### src/rtl/dac_data_format_pkg.sv
// dac_data_format_pkg
//   Constants and helpers shared by the DAC output formatter and its
//   ADC-side counterpart: DAC code width, the offset-binary midscale/sign-flip
//   constant, signed saturation limits and the alignment-tap width.
package dac_data_format_pkg;

  localparam int unsigned DAC_W = 13;
  localparam int unsigned TAP_W = 5;

  // Offset-binary code for signed zero; XOR with it flips the sign bit.
  localparam logic [DAC_W-1:0] DAC_MIDSCALE = 13'h1000;
  localparam logic [DAC_W-1:0] BITFLIP      = DAC_MIDSCALE;

  localparam int SAT_MAX = 4095;
  localparam int SAT_MIN = -4096;

  typedef struct packed {
    logic             hit;
    logic [DAC_W-1:0] val;
  } sat_t;

  // Clamp a signed value into the 13-bit two's-complement range.
  function automatic sat_t sat13(input int v);
    sat_t r;
    r.hit = 1'b0;
    r.val = DAC_W'(v);
    if (v > SAT_MAX) begin
      r.hit = 1'b1;
      r.val = DAC_W'(SAT_MAX);
    end else if (v < SAT_MIN) begin
      r.hit = 1'b1;
      r.val = DAC_W'(SAT_MIN);
    end
    return r;
  endfunction

endpackage

### src/rtl/dac_data_format_if.sv
// dac_data_format_if
//   Sample bus between the DSP core and the DAC formatter.
//   din/din_valid : signed sample from the DSP core and its qualifier
//   dout/dout_valid : offset-binary DAC code and real-sample flag
//   master = DSP/bench side, slave = formatter side.
interface dac_data_format_if #(
  parameter int unsigned DIN_W = 15
);
  import dac_data_format_pkg::*;

  logic signed [DIN_W-1:0] din;
  logic                    din_valid;
  logic [DAC_W-1:0]        dout;
  logic                    dout_valid;

  modport master (output din, din_valid, input dout, dout_valid);
  modport slave  (input din, din_valid, output dout, dout_valid);

endinterface

### src/rtl/dac_data_format_delay_line.sv
// dac_delay_line
//   Circular-buffer delay of 0..DEPTH-1 cycles for alignment paths.
//   clk, rst_n : clock, async active-low reset (write pointer only)
//   din        : word written every cycle
//   tap        : delay in cycles; 0 passes din straight through
//   dout       : word written tap cycles ago (combinational read)
//   The storage array is not reset; callers must mask its output until it
//   has been filled.
module dac_delay_line #(
  parameter  int unsigned W     = 14,
  parameter  int unsigned DEPTH = 32,
  localparam int unsigned AW    = $clog2(DEPTH)
) (
  input  logic          clk,
  input  logic          rst_n,
  input  logic [W-1:0]  din,
  input  logic [AW-1:0] tap,
  output logic [W-1:0]  dout
);

  logic [W-1:0]  ram [DEPTH];
  logic [AW-1:0] wptr;
  logic [AW:0]   back;

  always_ff @(posedge clk) begin
    ram[wptr] <= din;
  end

  always_ff @(posedge clk or negedge rst_n) begin
    if (!rst_n) begin
      wptr <= '0;
    end else if (wptr == AW'(DEPTH - 1)) begin
      wptr <= '0;
    end else begin
      wptr <= wptr + AW'(1);
    end
  end

  // (wptr - tap) mod DEPTH, valid for non-power-of-two depths as well.
  always_comb begin
    back = {1'b0, wptr} + (AW+1)'(DEPTH) - {1'b0, tap};
    if (back >= (AW+1)'(DEPTH)) begin
      back = back - (AW+1)'(DEPTH);
    end
  end

  assign dout = (tap == '0) ? din : ram[back[AW-1:0]];

endmodule

### src/rtl/dac_data_format.sv
// dac_data_format
//   Formats signed DSP samples for a 13-bit offset-binary DAC: saturate,
//   sign-flip to offset binary, programmable 0..DEPTH-1 cycle alignment delay,
//   then the output register.
//   clk, rst_n  : sample clock, async active-low reset
//   bus (slave) : din/din_valid in, dout/dout_valid out
//   sr_bypass   : 1 = skip delay line (latency 2)
//   sr_tap      : alignment delay when sr_bypass = 0 (latency 2 + sr_tap)
//   sat_clr     : synchronous clear of sat_flag (saturation wins)
//   test_mode   : selects ramp pattern, only when TEST_PATTERN_EN is defined
//   sat_flag    : sticky saturation indicator
//   Optional feature macro: TEST_PATTERN_EN (13-bit ramp source).
module dac_data_format
  import dac_data_format_pkg::*;
#(
  parameter int unsigned      DIN_W    = 15,
  parameter int unsigned      DEPTH    = 32,
  parameter logic [DAC_W-1:0] MIDSCALE = DAC_MIDSCALE
) (
  input  logic                 clk,
  input  logic                 rst_n,
  dac_data_format_if.slave     bus,
  input  logic                 sr_bypass,
  input  logic [TAP_W-1:0]     sr_tap,
  input  logic                 sat_clr,
  input  logic                 test_mode,
  output logic                 sat_flag
);

  localparam int unsigned AW = $clog2(DEPTH);

  logic signed [DIN_W-1:0] din_s;
  int                      src;
  sat_t                    sat_r;
  logic [DAC_W-1:0]        s1_d, s1;
  logic                    v1_d, v1, sat_hit;

  assign din_s = bus.din;

`ifdef TEST_PATTERN_EN
  logic [DAC_W-1:0] ramp;

  always_ff @(posedge clk or negedge rst_n) begin
    if (!rst_n) begin
      ramp <= '0;
    end else begin
      ramp <= ramp + DAC_W'(1);
    end
  end
`else
  logic test_mode_unused;
  assign test_mode_unused = test_mode;
`endif

  // Stage 1: zero-stuff, saturate, convert to offset binary.
  always_comb begin
    src     = bus.din_valid ? {{(32-DIN_W){din_s[DIN_W-1]}}, din_s} : 0;
    sat_r   = sat13(src);
    s1_d    = sat_r.val ^ BITFLIP;
    v1_d    = bus.din_valid;
    sat_hit = sat_r.hit;
`ifdef TEST_PATTERN_EN
    if (test_mode) begin
      s1_d    = ramp ^ BITFLIP;
      v1_d    = 1'b1;
      sat_hit = 1'b0;
    end
`endif
  end

  always_ff @(posedge clk or negedge rst_n) begin
    if (!rst_n) begin
      s1       <= MIDSCALE;
      v1       <= 1'b0;
      sat_flag <= 1'b0;
    end else begin
      s1 <= s1_d;
      v1 <= v1_d;
      if (sat_hit) begin
        sat_flag <= 1'b1;
      end else if (sat_clr) begin
        sat_flag <= 1'b0;
      end
    end
  end

  // The delay path runs on registered tap/bypass so the cycle that detects a
  // change still uses the old setting; the first cycle after reset only
  // primes the registers, so reset blanking stays DEPTH-1 cycles.
  logic [TAP_W-1:0] tap_q;
  logic             byp_q, primed, cfg_change;
  logic [AW-1:0]    blank_cnt;

  assign cfg_change = primed && ((sr_tap != tap_q) || (sr_bypass != byp_q));

  always_ff @(posedge clk or negedge rst_n) begin
    if (!rst_n) begin
      tap_q     <= '0;
      byp_q     <= 1'b0;
      primed    <= 1'b0;
      blank_cnt <= AW'(DEPTH - 1);
    end else begin
      tap_q  <= sr_tap;
      byp_q  <= sr_bypass;
      primed <= 1'b1;
      if (cfg_change) begin
        blank_cnt <= AW'(DEPTH - 1);
      end else if (blank_cnt != '0) begin
        blank_cnt <= blank_cnt - AW'(1);
      end
    end
  end

  logic [DAC_W:0] dl_q;

  dac_delay_line #(
    .W     (DAC_W + 1),
    .DEPTH (DEPTH)
  ) u_delay (
    .clk   (clk),
    .rst_n (rst_n),
    .din   ({v1, s1}),
    .tap   (AW'(tap_q)),
    .dout  (dl_q)
  );

  logic [DAC_W-1:0] dout_r;
  logic             dout_valid_r;

  always_ff @(posedge clk or negedge rst_n) begin
    if (!rst_n) begin
      dout_r       <= MIDSCALE;
      dout_valid_r <= 1'b0;
    end else if (blank_cnt != '0) begin
      dout_r       <= MIDSCALE;
      dout_valid_r <= 1'b0;
    end else if (byp_q) begin
      {dout_valid_r, dout_r} <= {v1, s1};
    end else begin
      {dout_valid_r, dout_r} <= dl_q;
    end
  end

  assign bus.dout       = dout_r;
  assign bus.dout_valid = dout_valid_r;

endmodule

### src/flat_wrapper.sv
// flat-port wrapper written by rule: the top's interface ports become plain ports
module dac_data_format_flat import dac_data_format_pkg::*;
#(
  parameter int unsigned      DIN_W    = 15,
  parameter int unsigned      DEPTH    = 32,
  parameter logic [DAC_W-1:0] MIDSCALE = DAC_MIDSCALE
)
  (clk, rst_n, sr_bypass, sr_tap, sat_clr, test_mode, sat_flag, bus_din, bus_din_valid, bus_dout, bus_dout_valid);
  dac_data_format_if #(.DIN_W(DIN_W)) bus_i ();
  input  logic clk;
  input  logic rst_n;
  input  logic sr_bypass;
  input  logic [TAP_W-1:0] sr_tap;
  input  logic sat_clr;
  input  logic test_mode;
  output logic sat_flag;
  input wire logic [$bits(bus_i.din)-1:0] bus_din;
  input wire logic [$bits(bus_i.din_valid)-1:0] bus_din_valid;
  output wire logic [$bits(bus_i.dout)-1:0] bus_dout;
  output wire logic [$bits(bus_i.dout_valid)-1:0] bus_dout_valid;
  assign bus_i.din = bus_din;
  assign bus_i.din_valid = bus_din_valid;
  assign bus_dout = bus_i.dout;
  assign bus_dout_valid = bus_i.dout_valid;
  dac_data_format #(.DIN_W(DIN_W), .DEPTH(DEPTH), .MIDSCALE(MIDSCALE)) u_core (.clk(clk), .rst_n(rst_n), .bus(bus_i), .sr_bypass(sr_bypass), .sr_tap(sr_tap), .sat_clr(sat_clr), .test_mode(test_mode), .sat_flag(sat_flag));
endmodule
### config.mk
export PLATFORM = sky130hd
export DESIGN_NAME = dac_data_format_flat
export DESIGN_NICKNAME = d
export VERILOG_FILES = /design/src/rtl/dac_data_format_pkg.sv /design/src/rtl/dac_data_format_if.sv /design/src/rtl/dac_data_format_delay_line.sv /design/src/rtl/dac_data_format.sv /design/src/flat_wrapper.sv
export SDC_FILE = /design/constraint.sdc
export NUM_CORES = 1
export LEC_CHECK = 0
export BUFFER_PORTS_ARGS = -buffer_cell sky130_fd_sc_hd__buf_2
export CORE_MARGIN = 1.5
export CORE_UTILIZATION = 30
export DETAILED_ROUTE_END_ITERATION = 7
export PLACE_DENSITY = 0.56
export SKIP_LAST_GASP = 1
export SYNTH_ARGS = -nofsm -noshare
export SYNTH_HDL_FRONTEND = slang
export SYNTH_SLANG_ARGS = --single-unit
### constraint.sdc
create_clock -name clk -period 3.6 [get_ports clk]
set_input_delay 0.18 -clock clk [delete_from_list [all_inputs] [get_ports clk]]
set_output_delay 0.18 -clock clk [all_outputs]
set_load 0.02 [all_outputs]
==> flow_metrics.py, run 1 <==
metrics = {
    "outcome": {
        "status": "complete, no violations",
    },
    "layout": {
        "layout_common_cells": "edfxtp_1 (448), mux4_2 (112), nand2_1 (103)",
        "final_cells": 1977,
        "final_common_cell": "edfxtp_1",
        "antenna_cells": 0,
        "drive_above_1_share_pct": 26.8,
        "fillers": 5801,
        "area_growth_pct": 18.4,
        "multi_input_area_um2": 4350,
        "finish.net_count": 1126,
        "regArea_um2": 14600,
        "fin_area_um2": 22700,
    },
    "pwr": {
        "power.switching_uw": 2580,
        "leakage_uw": 0.00758,
        "sequentialPowerShare_pct": 51.9,
        "powerDensity_nw_per_um2": 547,
        "peakVddDrop_mv": 0.304,
        "p_int_uw": 9850,
        "total_power_uw": 12400,
        "pwr-share-comb_pct": 5.2,
        "pwr-share-clk_pct": 42.9,
        "p_sw_share_pct": 20.8,
    },
    "critical_path": {
        "critical-path-max-stage-delay_ns": 0.89,
        "r2r_setup_slack_ns": 0.48,
        "worstPathRequired_ns": 4.03,
        "path_cells": "inv_1 > ha_4 > fa_4 > buf_4 > mux4_2 > mux2i_1 > o22a_1 > a31oi_1",
        "critical_path.endpoint_type": "register",
        "critPathLaunchType": "register",
        "r2r-start": "u_core.u_delay.wptr[0]$_DFF_PN0_",
        "crit_arrival_ns": 3.54,
        "reg2reg_depth": 8,
        "cp_max_fo": 16,
        "reg2reg_to": "u_core.bus.dout[0]$_DFF_PN0_",
        "crit_slowest_cell": "fa_4",
        "path_delay_family": "adder cells",
        "path_class": "reg2reg",
        "cp_num_buf_inv": 2,
    },
    "logic_synthesis": {
        "synth-edff-count": 448,
        "async_flop_share_pct": 9.31,
        "ys_seq_area_share_pct": 76.1,
        "mappedNetlistNets": 996,
        "netlist_instances": 959,
        "yosys.area.top_type_share_pct": 70.1,
        "ys_seq_elements": 494,
        "post_synth.cell_area_avg_um2": 20.0,
        "synth_area_leaders": "edfxtp_1 (70%), mux4_2 (13%), dfrtp_1 (5.1%)",
        "netlist_area_um2": 19200,
        "ys.flop_type": "edfxtp_1",
        "synth-warning-count": 0,
        "synth_largest_area_cell": "edfxtp_1",
        "yosysUniqueCellTypes": 46,
    },
    "detailed_routing": {
        "firstDrtPassIters": 5,
        "first_iter_violations": 858,
        "wl_per_cell_um": 22.3,
        "postRouteWirelength_um": 44000,
        "vias": 9356,
        "viasPerCell": 4.73,
        "drc": 0,
        "postRouteAntennaNets": 0,
    },
    "sta": {
        "tightest_slew_ns": 1.34,
        "setup_tns_ns": 0,
        "hold_slack_ns": 0.221,
        "clock.fmax_mhz": 321,
        "finalHoldViolations": 0,
        "rsz0062_at_grt": "false",
        "finalSetupViolations": 0,
        "fin_crit_sh_pct": 86.5,
        "drv_slew": 0,
        "skew_ns": 0.0103,
        "period_needed_ns": 3.12,
        "slew_headroom_pct": 10.4,
    },
    "placed_design": {
        "post-dp-hpwl_um": 26400,
        "routabilityCongestion": 0.783,
        "dpl_cell_area_um2": 20800,
        "port_buffers": 39,
        "place_inst": 1859,
    },
    "grt": {
        "grt_pass1_vias": 9812,
        "grt_antenna_before_repair": 3,
        "overflow": 0,
        "grt_max_degree": 47,
        "grt_usage_pct": 13.6,
        "grt_pass1_wl_um": 65000,
    },
    "clock_tree": {
        "numCtsBuffers": 51,
        "path_clk_slew_ns": 0.06,
        "cts-root-buf": "clkbuf_16",
        "cts-htree-levels": 2,
        "cts_tree": "yes",
        "postCtsSetupRepairBufs": 0,
        "clk-insertion-delay-late_ns": 0.58,
        "cts.sinks": 494,
        "clockBufferDepth": 3,
    },
    "worst_hold_path": {
        "min_path_cells": 4,
        "hold_start": "bus_din[12]",
        "holdPathEnd": "u_core.s1[0]$_DFF_PN0_",
        "hold_path_class": "in2reg",
    },
    "die": {
        "rows": 92,
        "core-area_um2": 63200,
        "start_util_pct": 30.4,
        "die_w_um": 256,
        "die_area_um2": 65500,
        "fp.dieH_um": 256,
        "io_pins": 41,
    },
    "run": {
        "drv_cap": 0,
    },
}
[area by class of cell]
cell class | instances | area share, %
Clock inverter | 23 | 1.14
Clock buffer | 72 | 6.41
Inverter | 9 | 0.149
Tap cell | 846 | 4.66
Multi-Input combinational cell | 409 | 19.1
Sequential cell | 494 | 64.3
Timing Repair Buffer | 124 | 4.25
[Yosys cell counts (5+ instances only)]
master	instances
nand2_1	103
mux2i_1	24
nor2_1	42
o21ai_0	16
xnor2_1	9
clkbuf_1	19
o22a_1	12
buf_2	8
dfstp_2	7
buf_1	5
buf_4	11
ha_1	10
a21o_1	12
inv_1	9
a31oi_1	14
edfxtp_1	448
a22oi_1	12
nand2b_1	7
dfrtp_1	39
mux4_2	112
[how the worst max path moves through the flow]
stage | slack [ns] | to | startpoint | cells past startpoint
2_1_floorplan | 0.96 | u_core.bus.dout[10]$_DFF_PN0_ | u_core.u_delay.wptr[0]$_DFF_PN0_ | 10
3_3_place_gp | 0.52 | u_core.bus.dout[11]$_DFF_PN0_ | u_core.u_delay.wptr[0]$_DFF_PN0_ | 9
3_5_place_dp | 0.48 | u_core.bus.dout[11]$_DFF_PN0_ | u_core.u_delay.wptr[0]$_DFF_PN0_ | 9
4_1_cts | 0.46 | u_core.bus.dout[11]$_DFF_PN0_ | u_core.u_delay.wptr[0]$_DFF_PN0_ | 9
5_1_grt | 0.31 | u_core.bus.dout[11]$_DFF_PN0_ | u_core.u_delay.wptr[0]$_DFF_PN0_ | 9
6_report | 0.48 | u_core.bus.dout[0]$_DFF_PN0_ | u_core.u_delay.wptr[0]$_DFF_PN0_ | 8
[kinds of logic (layout without fill, tap and decap cells)]
logic type	Yosys count	count (layout)	synth area share, %
AOI/OAI and AO/OA	76	76	2.73
xor gates and xnor gates	15	15	0.763
adders and majority gates	11	11	0.756
buffers and inverters	56	228	1.52
DFF	494	494	76.1
muxes	137	137	14.4
other	1	1	0.0195
and+or+nand+nor	169	169	3.66
[power by group through the flow]
| stage | registers (uW) | clock network, uW | logic, uW |
|---|---|---|---|
| global placement | 6560 | 0 | 627 |
| global route | 6460 | 5690 | 700 |
| finish | 6450 | 5330 | 648 |
| CTS | 6450 | 5460 | 656 |
| floorplan | 6520 | 0 | 371 |
| detailed placement | 6570 | 0 | 635 |
[per-layer routing]
metal | part of all wire [%] | GRT usage, % | up-vias
li1 | - | - | 4100
met1 | 45 | 18.6 | 4989
met2 | 48 | 22.2 | 216
met3 | 5.3 | 2.56 | 51
met4 | 1.9 | 3.45 | 0
met5 | 0 | 0 | -
[per-stage QoR]
| step | util (%) | setup slack [ns] |
|---|---|---|
| floorplan | - | 0.965 |
| global placement | 32.9 | 0.520 |
| detailed placement | 32.9 | 0.482 |
| CTS | 36.0 | 0.456 |
| global route | 36.0 | 0.314 |
| finish | 36.0 | 0.485 |
[worst min-delay path: stages]
cell and delay (ns):
buf_2 0.10, nor2_1 0.10, nor3b_1 0.18, a21o_1 0.19
[state kept, by name, indices dropped and copies added (netlist names)]
| register | flops |
|---|---|
| u_core.u_delay.ram | 448 |
| u_core.byp_q | 1 |
| u_core.tap_q | 5 |
| u_core.blank_cnt | 5 |
| u_core.u_delay.wptr | 5 |
| u_core.bus.dout | 13 |
| u_core.s1 | 13 |
| u_core.primed | 1 |
| u_core.bus.dout_valid | 1 |
| u_core.sat_flag | 1 |
| u_core.v1 | 1 |
[timing repair]
item / CTS / global route
hold buffers: 23 / 0
hold endpoints to repair: 60 / 0
resized for setup: 0 / 0
Power figures use the tool's default switching activity.
==> run 2, diff against run 1 <==
--- a/config.mk
+++ b/config.mk
@@ -6,10 +6,12 @@
 export NUM_CORES = 1
 export LEC_CHECK = 0
 export BUFFER_PORTS_ARGS = -buffer_cell sky130_fd_sc_hd__buf_2
+export CAP_MARGIN = 10
 export CORE_MARGIN = 1.5
 export CORE_UTILIZATION = 30
 export DETAILED_ROUTE_END_ITERATION = 7
-export PLACE_DENSITY = 0.56
+export GPL_ROUTABILITY_DRIVEN = 0
+export PLACE_DENSITY = 0.42
 export SKIP_LAST_GASP = 1
 export SYNTH_ARGS = -nofsm -noshare
 export SYNTH_HDL_FRONTEND = slang
==> run 2 against run 1 <==
Sequential share of layout area shrank 0.053 points. Utilization is essentially flat. Highest routed layer unchanged. Clock-buffer cell count is 7 higher. First-iteration DRC count down 15%. Via count decreased by 0.65%. Clock skew increased by 0.0056 ns. Non-clock buffer count increased by 19. Critical path depth up 1. Register-to-register slack worse by 0.23 ns.
==> flow_metrics.py, run 2 (synthesized netlist as in run 1, its figures left out) <==
metrics = {
    "outcome": {
        "status": "complete, no violations",
    },
    "grt": {
        "overflow": 0,
        "grt_max_degree": 49,
        "grt_antenna_before_repair": 2,
        "grt_pass1_wl_um": 69000,
        "grt_usage_pct": 14.6,
        "grt_pass1_vias": 9821,
    },
    "layout": {
        "multi_input_area_um2": 4350,
        "area_growth_pct": 18.5,
        "final_common_cell": "edfxtp_1",
        "drive_above_1_share_pct": 27.5,
        "top_register": "u_core.u_delay.ram",
        "regArea_um2": 14600,
        "finish.net_count": 1146,
        "final_cells": 1998,
        "largest_reg_flops": 448,
        "fillers": 5828,
        "layout_common_cells": "edfxtp_1 (448), mux4_2 (112), nand2_1 (103)",
    },
    "pwr": {
        "powerDensity_nw_per_um2": 534,
        "total_power_uw": 12200,
        "leakage_uw": 0.00761,
        "peakVddDrop_mv": 0.349,
    },
    "sta": {
        "clock.fmax_mhz": 299,
        "finalHoldViolations": 0,
        "fin_crit_sh_pct": 93.0,
        "drv_slew": 0,
        "finalSetupViolations": 0,
        "setup_slack_ns": 0.252,
        "period_needed_ns": 3.35,
        "rsz0062_at_grt": "false",
        "setup_tns_ns": 0,
        "slew_headroom_pct": 30.2,
        "tightest_slew_ns": 1.05,
        "skew_ns": 0.0159,
    },
    "detailed_routing": {
        "first_iter_violations": 732,
        "wl_per_cell_um": 23.6,
        "drc": 0,
        "postRouteAntennaNets": 0,
        "vias": 9295,
        "firstDrtPassIters": 5,
        "viasPerCell": 4.65,
        "postRouteWirelength_um": 47200,
    },
    "critical_path": {
        "critPathLaunchType": "register",
        "reg2reg_depth": 9,
        "worst-path-stages": 9,
        "crit_path_end": "u_core.bus.dout[2]$_DFF_PN0_",
        "crit_arrival_ns": 3.85,
        "r2r-start": "u_core.u_delay.wptr[0]$_DFF_PN0_",
        "crit_slowest_cell": "nor2_1",
        "r2r_setup_slack_ns": 0.25,
        "path_class": "reg2reg",
        "cp_max_fo": 13,
        "critical-path-max-stage-delay_ns": 0.75,
        "path_cells": "inv_1 > ha_4 > fa_4 > nand2b_1 > a21oi_1 > xnor2_2 > nor2_1 > a22oi_1 > a31oi_1",
        "path_delay_family": "simple AND/OR/NAND/NOR gates",
        "worstSetupStartpoint": "u_core.u_delay.wptr[0]$_DFF_PN0_",
        "critical_path.endpoint_type": "register",
        "worstPathRequired_ns": 4.10,
        "reg2reg_to": "u_core.bus.dout[2]$_DFF_PN0_",
        "cp_num_buf_inv": 1,
    },
    "clock_tree": {
        "post_cts_resized": 0,
        "clk-insertion-delay-late_ns": 0.60,
        "clockBufferDepth": 3,
        "cts-htree-levels": 2,
        "cts_tree": "yes",
        "cts.sinks": 494,
        "path_clk_slew_ns": 0.06,
        "cts-root-buf": "clkbuf_16",
        "numCtsBuffers": 52,
    },
    "placed_design": {
        "dp_slack_ns": 0.310,
        "post-dp-hpwl_um": 28800,
        "port_buffers": 39,
        "place_inst": 1878,
    },
    "die": {
        "fp.dieH_um": 256,
        "core-area_um2": 63200,
        "start_util_pct": 30.4,
        "rows": 92,
        "die_area_um2": 65500,
        "io_pins": 41,
        "die_w_um": 256,
    },
    "run": {
        "drv_cap": 0,
    },
    "worst_hold_path": {
        "hold_path_class": "in2async",
    },
}
-- run 2: cell count changes in the layout (fill, tap and decap cells not counted), sizes merged --
cell / previous run / this run
inv: 9 / 12
buf: 101 / 120
clkinv: 16 / 14
clkinvlp: 1 / 0
clkbuf: 72 / 79
bufinv: 6 / 0
diode: 0 / 1
-- run 2: worst min-delay path by stage --
stage	slack [ns]	to	depth (start not counted)	startpoint
floorplan	-0.12	u_core.bus.dout[0]$_DFF_PN0_	0	rst_n
finish	0.15	u_core.bus.dout[0]$_DFF_PN0_	2	rst_n
global route	0.18	u_core.tap_q[4]$_DFF_PN0_	2	rst_n
global placement	0.22	u_core.tap_q[4]$_DFF_PN0_	1	rst_n
CTS	0.13	u_core.bus.dout[10]$_DFF_PN0_	2	rst_n
detailed placement	0.24	u_core.tap_q[3]$_DFF_PN0_	1	rst_n
-- run 2: timing repair --
| action | in CTS | in global routing |
|---|---|---|
| endpoints found under the hold margin | 45 | 0 |
| setup buffers | 0 | 0 |
| hold buffers | 23 | 0 |
| setup endpoints to repair | 0 | 0 |
-- run 2: final cells by class --
class | count | area share, %
clock buffers | 79 | 6.62
clock inverters | 17 | 0.374
flip-flops and latches | 494 | 64.2
well taps | 846 | 4.65
repair buffers | 143 | 4.87
multi-input cells | 409 | 19.1
diodes | 1 | 0.0110
inverters | 9 | 0.148
-- run 2: per-stage QoR --
| stage | util (%) | hold slack [ns] | area (um^2) |
|---|---|---|---|
| CTS | 36.0 | 0.131 | 22800 |
| floorplan | - | -0.116 | 19200 |
| global route | 36.0 | 0.180 | 22800 |
| global placement | 33.1 | 0.223 | 20900 |
| finish | 36.0 | 0.146 | 22800 |
| detailed placement | 33.1 | 0.235 | 20900 |
-- run 2: layer usage --
layer | vias to the layer above | routed length (um) | track usage [%] | share of wire, %
met5 | - | 0 | 0 | 0
met4 | 0 | 1030 | 4.24 | 2.2
met3 | 66 | 2150 | 2.43 | 4.6
met2 | 201 | 22800 | 23.6 | 48
met1 | 4868 | 21300 | 20.2 | 45
li1 | 4160 | - | - | -
-- run 2: power breakdown --
part	switching, uW	internal, uW	total [uW]
sequential	88.2	6340	6420
clock	2140	2880	5020
combinational	412	291	704
==> run 3, diff against run 2 <==
--- a/config.mk
+++ b/config.mk
@@ -8,10 +8,10 @@
 export BUFFER_PORTS_ARGS = -buffer_cell sky130_fd_sc_hd__buf_2
 export CAP_MARGIN = 10
 export CORE_MARGIN = 1.5
-export CORE_UTILIZATION = 30
+export CORE_UTILIZATION = 50
 export DETAILED_ROUTE_END_ITERATION = 7
 export GPL_ROUTABILITY_DRIVEN = 0
-export PLACE_DENSITY = 0.42
+export PLACE_DENSITY = 0.64
 export SKIP_LAST_GASP = 1
 export SYNTH_ARGS = -nofsm -noshare
 export SYNTH_HDL_FRONTEND = slang
==> run 3 against run 2 <==
Die area shrank 40%. Register-to-register slack gained 0.20 ns. Clock-buffer cell count shrank 13.
==> flow_metrics.py, run 3 (synthesized netlist as in run 1, its figures left out) <==
metrics = {
    "outcome": {
        "status": "complete, no violations",
    },
    "detailed_routing": {
        "viasPerCell": 5.72,
        "vias": 9385,
        "postRouteWirelength_um": 42000,
        "postRouteAntennaNets": 0,
        "wl_per_cell_um": 25.6,
        "first_iter_violations": 836,
        "firstDrtPassIters": 5,
        "drc": 0,
    },
    "critical_path": {
        "path_class": "reg2reg",
        "cp_max_fo": 25,
        "crit_arrival_ns": 3.57,
        "critical_path.endpoint_type": "register",
        "critPathLaunchType": "register",
        "worstPathRequired_ns": 4.02,
    },
    "sta": {
        "rsz0062_at_grt": "false",
        "skew_ns": 0.0172,
        "setup_tns_ns": 0,
        "drv_slew": 0,
        "slew_headroom_pct": 27.1,
        "tightest_slew_ns": 1.09,
        "finalSetupViolations": 0,
        "setup_slack_ns": 0.453,
        "clock.fmax_mhz": 318,
        "finalHoldViolations": 0,
        "period_needed_ns": 3.15,
        "fin_crit_sh_pct": 87.4,
    },
    "layout": {
        "area_growth_pct": 16.0,
        "antenna_cells": 0,
        "drive_above_1_share_pct": 27.4,
        "regArea_um2": 14600,
        "fillers": 2758,
        "multi_input_area_um2": 4350,
        "postLayoutCoreUtil_pct": 59.0,
        "final_cells": 1641,
        "layout_common_cells": "edfxtp_1 (448), mux4_2 (112), nand2_1 (103)",
        "top_register": "u_core.u_delay.ram",
        "finish.net_count": 1127,
        "largest_reg_flops": 448,
        "fin_area_um2": 22300,
        "final_common_cell": "edfxtp_1",
    },
    "grt": {
        "grt_pass1_wl_um": 61700,
        "grt_pass1_vias": 9522,
        "grt.met2_usage_pct": 36.8,
        "grt_antenna_before_repair": 2,
        "met3_usage_pct": 4.17,
        "grtUsageMet1_pct": 30.1,
        "grt_busiest_layer": "met2",
        "grt_max_degree": 48,
        "overflow": 0,
        "grt_usage_pct": 22.0,
    },
    "placed_design": {
        "place_inst": 1525,
        "dpl_cell_area_um2": 20400,
        "port_buffers": 39,
        "dp_slack_ns": 0.457,
        "post-dp-hpwl_um": 24400,
    },
    "clock_tree": {
        "clockBufferDepth": 3,
        "path_clk_slew_ns": 0.06,
        "cts-root-buf": "clkbuf_16",
        "cts.sinks": 494,
        "numCtsBuffers": 49,
        "post_cts_resized": 0,
        "cts_tree": "yes",
        "clk-insertion-delay-late_ns": 0.56,
        "cts-htree-levels": 2,
    },
    "die": {
        "die_area_um2": 39600,
        "io_pins": 41,
        "die_w_um": 199,
        "fp.dieH_um": 199,
        "core-area_um2": 37800,
        "start_util_pct": 50.9,
        "rows": 71,
    },
    "run": {
        "drv_cap": 0,
    },
    "pwr": {
        "powerDensity_nw_per_um2": 540,
        "peakVddDrop_mv": 0.425,
        "leakage_uw": 0.00757,
    },
    "worst_hold_path": {
        "hold_path_class": "in2reg",
    },
}
[run 3: worst paths after layout]
path / start / end / slack [ns] / cells after the start
max: u_core.u_delay.wptr[0]$_DFF_PN0_ / u_core.bus.dout[2]$_DFF_PN0_ / 0.45 / 10
min: bus_din[12] / u_core.sat_flag$_DFFE_PN0P_ / 0.03 / 5
max reg2reg: u_core.u_delay.wptr[0]$_DFF_PN0_ / u_core.bus.dout[2]$_DFF_PN0_ / 0.45 / 10
min reg2reg: u_core.blank_cnt[4]$_DFFE_PN1P_ / u_core.blank_cnt[4]$_DFFE_PN1P_ / 0.46 / 2
max in group asynchronous: rst_n / u_core.bus.dout[3]$_DFF_PN0_ / 2.86 / 3
min in group asynchronous: rst_n / u_core.tap_q[4]$_DFF_PN0_ / 0.28 / 3
[run 3: cell type report]
type | count | share of cell area, %
Clock buffer | 66 | 6.25
Clock inverter | 25 | 0.826
Inverter | 9 | 0.152
Multi-Input combinational cell | 409 | 19.5
Sequential cell | 494 | 65.6
Tap cell | 511 | 2.87
Timing Repair Buffer | 127 | 4.75
[run 3: metal layers]
layer / up-vias / wire [um] / part of all wire (%)
met3: 60 / 2640 / 6.3
met4: 2 / 903 / 2.2
met5: - / 9 / 0.021
met1: 4917 / 17300 / 41
li1: 4109 / - / -
met2: 297 / 21100 / 50
[run 3: worst max-delay path, cell delays in order, from the launching register on]
cell,delay [ns]
dfrtp_1,0.41
inv_1,0.12
ha_4,0.19
fa_4,0.80
buf_12,0.21
buf_4,0.22
mux4_2,0.30
nand2_1,0.08
nand2_1,0.10
a22oi_1,0.40
a31oi_1,0.15
[run 3: per-stage QoR]
step | total power (uW) | hold WS, ns
2_1_floorplan | 6890 | -0.116
3_3_place_gp | 7170 | 0.313
3_5_place_dp | 7180 | 0.316
4_1_cts | 12100 | 0.00337
5_1_grt | 12400 | 0.0444
6_report | 12000 | 0.0281
[run 3: where the power goes]
part | leakage, uW | internal, uW | switching [uW] | total, uW
clock network | 0.000780 | 2860 | 2060 | 4920
registers | 0.00450 | 6330 | 68.3 | 6400
logic | 0.00229 | 283 | 406 | 688
[run 3: repair_timing]
action,in CTS,in global routing
setup buffers,0,0
hold buffers,22,0
hold endpoints to repair,60,0
